File: config.mk
export PLATFORM = sky130hd
export DESIGN_NAME = sram_arbiter
export DESIGN_NICKNAME = d
export VERILOG_FILES = /design/src/rtl/sram_arbiter.sv
export SDC_FILE = /design/constraint.sdc
export NUM_CORES = 1
export LEC_CHECK = 0
export ABC_CLOCK_PERIOD_IN_PS = 1500
export CAP_MARGIN = 15
export CORE_MARGIN = 2
export CORE_UTILIZATION = 41
export DETAILED_ROUTE_END_ITERATION = 8
export PLACE_DENSITY_LB_ADDON = 0.12
export SLEW_MARGIN = 20
export SYNTH_ARGS = -nofsm -noshare
export SYNTH_HDL_FRONTEND = slang
export SYNTH_SLANG_ARGS = --single-unit
File: constraint.sdc
create_clock -name clk -period 1.5 [get_ports clk]
set_input_delay 0.375 -clock clk [delete_from_list [all_inputs] [get_ports clk]]
set_output_delay 0.375 -clock clk [all_outputs]
set_load 0.01 [all_outputs]
File: src/rtl/sram_arbiter.sv
// Two-port arbiter sharing one req/addr_ok/data_ok SRAM bus between instruction
// fetch and MEM-stage data access; data port wins, results held until the pipeline advances.
module sram_arbiter #(
    parameter int ADDR_WIDTH = 32,
    parameter int DATA_WIDTH = 32
) (
    input  logic                    clk,
    input  logic                    rst,

    input  logic                    inst_en,
    input  logic [ADDR_WIDTH-1:0]   inst_addr,
    output logic [DATA_WIDTH-1:0]   inst_rdata,

    input  logic                    data_en,
    input  logic [DATA_WIDTH/8-1:0] data_wen,
    input  logic [ADDR_WIDTH-1:0]   data_addr,
    input  logic [DATA_WIDTH-1:0]   data_wdata,
    output logic [DATA_WIDTH-1:0]   data_rdata,

    output logic                    stall_req,

    output logic                    bus_req,
    output logic [DATA_WIDTH/8-1:0] bus_wen,
    output logic [ADDR_WIDTH-1:0]   bus_addr,
    output logic [DATA_WIDTH-1:0]   bus_wdata,
    input  logic                    bus_addr_ok,
    input  logic [DATA_WIDTH-1:0]   bus_rdata,
    input  logic                    bus_data_ok
);

    localparam int BE_W = DATA_WIDTH / 8;

    localparam logic [2:0] IDLE   = 3'd0;
    localparam logic [2:0] D_ADDR = 3'd1;
    localparam logic [2:0] D_WAIT = 3'd2;
    localparam logic [2:0] I_ADDR = 3'd3;
    localparam logic [2:0] I_WAIT = 3'd4;

    logic [2:0]            state_q,      state_d;
    logic                  bus_req_q,    bus_req_d;
    logic [BE_W-1:0]       bus_wen_q,    bus_wen_d;
    logic [ADDR_WIDTH-1:0] bus_addr_q,   bus_addr_d;
    logic [DATA_WIDTH-1:0] bus_wdata_q,  bus_wdata_d;
    logic [DATA_WIDTH-1:0] inst_rdata_q, inst_rdata_d;
    logic [DATA_WIDTH-1:0] data_rdata_q, data_rdata_d;
    logic                  inst_done_q,  inst_done_d;
    logic                  data_done_q,  data_done_d;

    logic inst_pend;
    logic data_pend;

    assign inst_pend = inst_en & ~inst_done_q;
    assign data_pend = data_en & ~data_done_q;
    assign stall_req = inst_pend | data_pend;

    always_comb begin
        state_d      = state_q;
        bus_req_d    = bus_req_q;
        bus_wen_d    = bus_wen_q;
        bus_addr_d   = bus_addr_q;
        bus_wdata_d  = bus_wdata_q;
        inst_rdata_d = inst_rdata_q;
        data_rdata_d = data_rdata_q;
        inst_done_d  = inst_done_q;
        data_done_d  = data_done_q;

        case (state_q)
            IDLE: begin
                // Ports are sampled only here, so the bus sees a stable latched request.
                if (data_pend) begin
                    state_d     = D_ADDR;
                    bus_req_d   = 1'b1;
                    bus_wen_d   = data_wen;
                    bus_addr_d  = data_addr;
                    bus_wdata_d = data_wdata;
                end else if (inst_pend) begin
                    state_d     = I_ADDR;
                    bus_req_d   = 1'b1;
                    bus_wen_d   = '0;
                    bus_addr_d  = inst_addr;
                    bus_wdata_d = '0;
                end
            end
            D_ADDR: begin
                if (bus_addr_ok) begin
                    state_d   = D_WAIT;
                    bus_req_d = 1'b0;
                end
            end
            I_ADDR: begin
                if (bus_addr_ok) begin
                    state_d   = I_WAIT;
                    bus_req_d = 1'b0;
                end
            end
            D_WAIT: begin
                if (bus_data_ok) begin
                    state_d      = IDLE;
                    data_rdata_d = bus_rdata;
                    data_done_d  = 1'b1;
                end
            end
            I_WAIT: begin
                if (bus_data_ok) begin
                    state_d      = IDLE;
                    inst_rdata_d = bus_rdata;
                    inst_done_d  = 1'b1;
                end
            end
            default: begin
                state_d   = IDLE;
                bus_req_d = 1'b0;
            end
        endcase

        // Pipeline advances on any cycle without a stall; completed results are consumed.
        if (!stall_req) begin
            inst_done_d = 1'b0;
            data_done_d = 1'b0;
        end
    end

    always_ff @(posedge clk) begin
        if (!rst) begin
            state_q      <= IDLE;
            bus_req_q    <= 1'b0;
            bus_wen_q    <= '0;
            bus_addr_q   <= '0;
            bus_wdata_q  <= '0;
            inst_rdata_q <= '0;
            data_rdata_q <= '0;
            inst_done_q  <= 1'b0;
            data_done_q  <= 1'b0;
        end else begin
            state_q      <= state_d;
            bus_req_q    <= bus_req_d;
            bus_wen_q    <= bus_wen_d;
            bus_addr_q   <= bus_addr_d;
            bus_wdata_q  <= bus_wdata_d;
            inst_rdata_q <= inst_rdata_d;
            data_rdata_q <= data_rdata_d;
            inst_done_q  <= inst_done_d;
            data_done_q  <= data_done_d;
        end
    end

    assign bus_req    = bus_req_q;
    assign bus_wen    = bus_wen_q;
    assign bus_addr   = bus_addr_q;
    assign bus_wdata  = bus_wdata_q;
    assign inst_rdata = inst_rdata_q;
    assign data_rdata = data_rdata_q;

endmodule

# After elaboration in Yosys (flattened, before gate mapping)
# Index checks and enable logic that the tools add are counted.
[totals]
register_bits = 138
inputBits = 138
elab_cells = 50
output_inout_bits = 134
[classes]
eq_ne = 9
bitwise_logic = 6
muxes = 16
reduce_logical = 10
[op_table]
columns = ["cell", "n"]
rows = [
  ["$mux W32", 4],
  ["$mux W3", 5],
  ["$pmux W3 S4", 1],
  ["$mux W4", 2],
  ["$reduce_and A2 Y1", 4],
  ["$eq A3 B2 Y1 const B", 2],
  ["$ne A2 B1 Y1 const B", 2],
  ["$ne A2 B2 Y1 const B", 2],
  ["$reduce_and A4 Y1", 1],
  ["$reduce_or A2 Y1", 2],
  ["$eq A3 B1 Y1 const B", 1],
  ["$eq A3 B3 Y1 const B", 1],
  ["$logic_not A3 Y1", 1],
  ["$mux W1", 3],
  ["$ne A3 B3 Y1 const B", 1],
  ["$not A1 Y1", 3],
  ["$pmux W1 S3", 1],
  ["$reduce_and A3 Y1", 1],
  ["$and A1 B1 Y1", 2],
  ["$reduce_bool A2 Y1", 1],
  ["$or A1 B1 Y1", 1],
]

# Longest topological paths before layout
[logic_depth]
depth_word = 5
depth_mapped = 7
depth_no_buf = 4

# Worst setup path before layout
# No wires, ideal clock.
[synth_timing]
kind = "reg2reg"
from = "register state_q[2]"
to = "register bus_addr_q[20] (netlist: bus_addr[20])"
required_ps = 1384
path_stages_with_launch = 8
t_arrival_ps = 1227
path_slack_ps = 157
setup_time_ps = 116
synth_period_minus_slack_ps = 1343
path_buffers = 3
cell_sequence = "dfxtp_1 -> buf_6 -> nor3_4 -> o21a_4 -> buf_6 -> buf_6 -> nand2_1 -> o211a_1"
[synth_via]
elab_chain_len = 2
[synth_rtl]
columns = ["item", "line", "rtl"]
rows = [
  ["start: declaration", "39", "logic [2:0] state_q, state_d;"],
  ["start signal: assignment", "135", "state_q <= state_d;"],
  ["$logic_not A3 Y1", "67", "case (state_q)"],
  ["$reduce_and A2 Y1 (no line)", "-", ""],
  ["end signal: assignment", "138", "bus_addr_q <= bus_addr_d;"],
  ["end: declaration", "42", "logic [ADDR_WIDTH-1:0] bus_addr_q, bus_addr_d;"],
]
# No other way between the ends.
# A chain may end at the register's enable or synchronous reset.

# Final worst setup path
[layout_timing]
from = "register inst_done_q"
to = "output port stall_req"
[layout_via]
elab_chain_len = 3
[layout_rtl]
columns = ["item", "line", "rtl"]
rows = [
  ["start: declaration", "46", "logic inst_done_q, inst_done_d;"],
  ["start signal: assignment", "142", "inst_done_q <= inst_done_d;"],
  ["$not A1 Y1", "52", "assign inst_pend = inst_en & ~inst_done_q;"],
  ["$and A1 B1 Y1", "52", ""],
  ["$or A1 B1 Y1", "54", "assign stall_req = inst_pend | data_pend;"],
  ["end: declaration", "20", "output logic stall_req,"],
]
# No other way between the ends.

==> impl_metrics.toml <==
[cts]
clk-insertion-delay-late_ns = 0.42
cts.sinks = 138
numCtsBuffers = 17
clk_pin_slew_worst_paths_ns = 0.06
clock_path_buffers = 2
cts_root_buf = "clkbuf_16"
ctsHtreeMaxLevel = 4
cts_tree = "built"

[global_routing]
grt_pass1_wl_um = 25230
grt_max_degree = 42
antenna_found_initial = 0
track_usage_pct = 21.56
grt_pass1_vias = 5118
gr-total-overflow = 0

[critical_path]
cp_max_fo = 2
worstPathCellList = "nor2b_4 > or2_4 > buf_6"
critPathKind = "reg -> out"
cp_slowest_stage_delay_ns = 0.35
worst_ep_required_time_ns = 1.12
worst_ep_arrival_time_ns = 1.18
start_kind = "flop"
rrSetupSlack_ns = 0.08
cp-end-kind = "output port"
cp_slowest_cell = "dfxtp_2"

[timing]
rsz0062_at_grt = "true"
worst_pin_slew_ns = 0.3475
fin_ws_ns = -0.05434
relSlewSlack_pct = 76.80
max_freq_mhz = 643.4
finalHoldViolations = 0
finClkSkew_ns = 0.01059
holdWs_ns = 0.3264
slew_violations = 0
min_period_ns = 1.554
setup_violations = 1
period_share_pct = 103.6

[layout]
post-route-util_pct = 66.69
final_nets = 987
fillCellCount = 1161
post_layout_nonfiller_instances = 1042
multi_input_area_um2 = 2720
drive_gt1_share_pct = 16.36
ff_latch_area_um2 = 2765
area_growth_pct = 58.98
antennaDiodeCount = 0

[die]
dieWidth_um = 123.2
boundaryPins = 272
core_area_um2 = 13880
die_h_um = 123.2
start_util_pct = 41.95
row_count = 43
die-area_um2 = 15170

[routing]
drtIter0Drc = 223
drt_first_pass_iters = 6
wl_um = 16450
wl_met2_um = 8478
drcViolationCount = 0
vias = 5185
wl_per_cell_um = 15.79
wl_met3_um = 1260
top_layer = "met4"
detail-route-antenna-nets = 0
met1_length_um = 6281
via_per_inst = 4.976

[placement]
port_buffers = 271
dp_hpwl_um = 11610
placed_cells = 1007
place_ws_ns = -0.5765
place_congestion = 0.7459

[synth]
synthDistinctLibCells = 37
async_flop_share_pct = 0
synth-seq-cells = 138
synth_edf_count = 0
yosys-top-cells-area = "dfxtp_1 47%, nand2_1 10%, a21boi_1 7.7%"
synth_cells = 580
yosys_warnings = 0
yosys.area.top_type = "dfxtp_1"
syn_area_um2 = 5823
ys.flop_type = "dfxtp_1"
yosysTopAreaCellShare_pct = 47.44
ys_seq_area_share_pct = 47.44
synth_area_per_cell_um2 = 10.04
synth_nets = 718

[power]
p_leak_uw = 0.004295
vdd_drop_max_uv = 630.8
power_density_nw_per_um2 = 1137

[outcome]
status = "complete, but fails checks"
violations = "setup timing"

[flow_run]
maxCapViolCount = 0

[hold_path]
min_path_type = "in -> reg"
==> layout by cell type (no fill, tap or decap), types with 2 or more instances in the layout <==
cell and count:
a21boi_0 5, a21boi_1 60, a21oi_1 3, a22oi_1 6
a22oi_2 29, buf_12 15, buf_4 14, bufinv_16 2
clkbuf_16 17, clkbuf_2 2, clkbuf_8 2, clkdlybuf4s15_1 3
clkdlybuf4s50_1 134, clkinv_2 7, clkinvlp_4 3, dfxtp_1 136
dfxtp_2 2, dlygate4sd2_1 129, mux2i_1 29, mux2i_2 3
nand2_1 162, nor2_1 4, nor2b_1 7, nor2b_2 30
nor2b_4 2, o211a_1 32, o21ai_0 2
==> registers in the layout, indices dropped and copies added (netlist names) <==
register	count
bus_addr	32
bus_wdata	32
data_rdata	32
inst_rdata	32
bus_wen	4
state_q	3
bus_req	1
data_done_q	1
inst_done_q	1
==> stage by stage <==
stage | instance area, um2 | TNS, ns | power [uW]
2_1_floorplan | 5823 | 0 | 5499
3_3_place_gp | 8750 | -32.15 | 6656
3_5_place_dp | 8750 | -35.45 | 6710
4_1_cts | 9239 | -0.1452 | 10630
5_1_grt | 9258 | -0.1061 | 11020
6_report | 9258 | -0.05434 | 10520
==> what timing repair did <==
item	in CTS	in global routing
setup buffers	0	2
cloned	2	0
setup endpoints to repair	141	27
gates resized for setup	145	13
hold buffers	0	0
pin swaps	0	1
==> Yosys cell counts, types with 2 or more instances <==
cell and number:
buf_6 9, dfxtp_1 138, o211a_1 32, nand2_1 162
a21boi_0 5, buf_2 12, nor2b_2 30, buf_4 9
a21boi_1 60, a21oi_1 3, nor2_1 4, buf_12 4
a22oi_2 29, mux2i_1 32, clkbuf_1 16, a22oi_1 6
o21ai_0 2, nor2b_1 8
==> critical path, delay by kind of cell, from the launching register on <==
| kind | cells | cell delay, ns |
|---|---|---|
| flops | 1 | 0.35 |
| simple gates | 2 | 0.29 |
| buf+inv | 1 | 0.12 |
==> layout make-up <==
| cell class | instances | area share [%] |
|---|---|---|
| clock buffers | 19 | 4.893 |
| clock inverters | 13 | 1.365 |
| multi-input cells | 392 | 29.38 |
| flip-flops and latches | 138 | 29.87 |
| well taps | 180 | 2.433 |
| repair buffers | 300 | 32.06 |
==> cell families after synthesis <==
logic type	count (synthesis)	share of synthesized area, %
mux	33	5.694
buf+inv	50	6.339
simple gates	217	18.05
flops	138	47.44
compound gates	142	22.48
==> routing by layer <==
metal  vias up  track usage, %
met5         -               0
met4         0           9.659
met3        34           6.965
met2       193           38.70
met1      2439           22.92
li1       2519               -
==> path summary, 6_finish.rpt <==
| path | from | end | cells after the start |
|---|---|---|---|
| worst max register to register | data_done_q | bus_addr[8] | 7 |
| worst max-delay path | inst_done_q | stall_req | 3 |
| worst min register to register | inst_rdata[22] | inst_rdata[22] | 2 |
| worst min-delay path | rst | bus_addr[15] | 2 |
==> where the power goes <==
group	internal, uW	total (uW)	leakage, uW	switching [uW]
logic	1250	2320	0.00288	1070
clock network	2510	4050	0.000284	1540
registers	3970	4150	0.00113	178
total	7730	10500	0.00429	2790
Note: power is estimated with default switching activity, not from simulation.
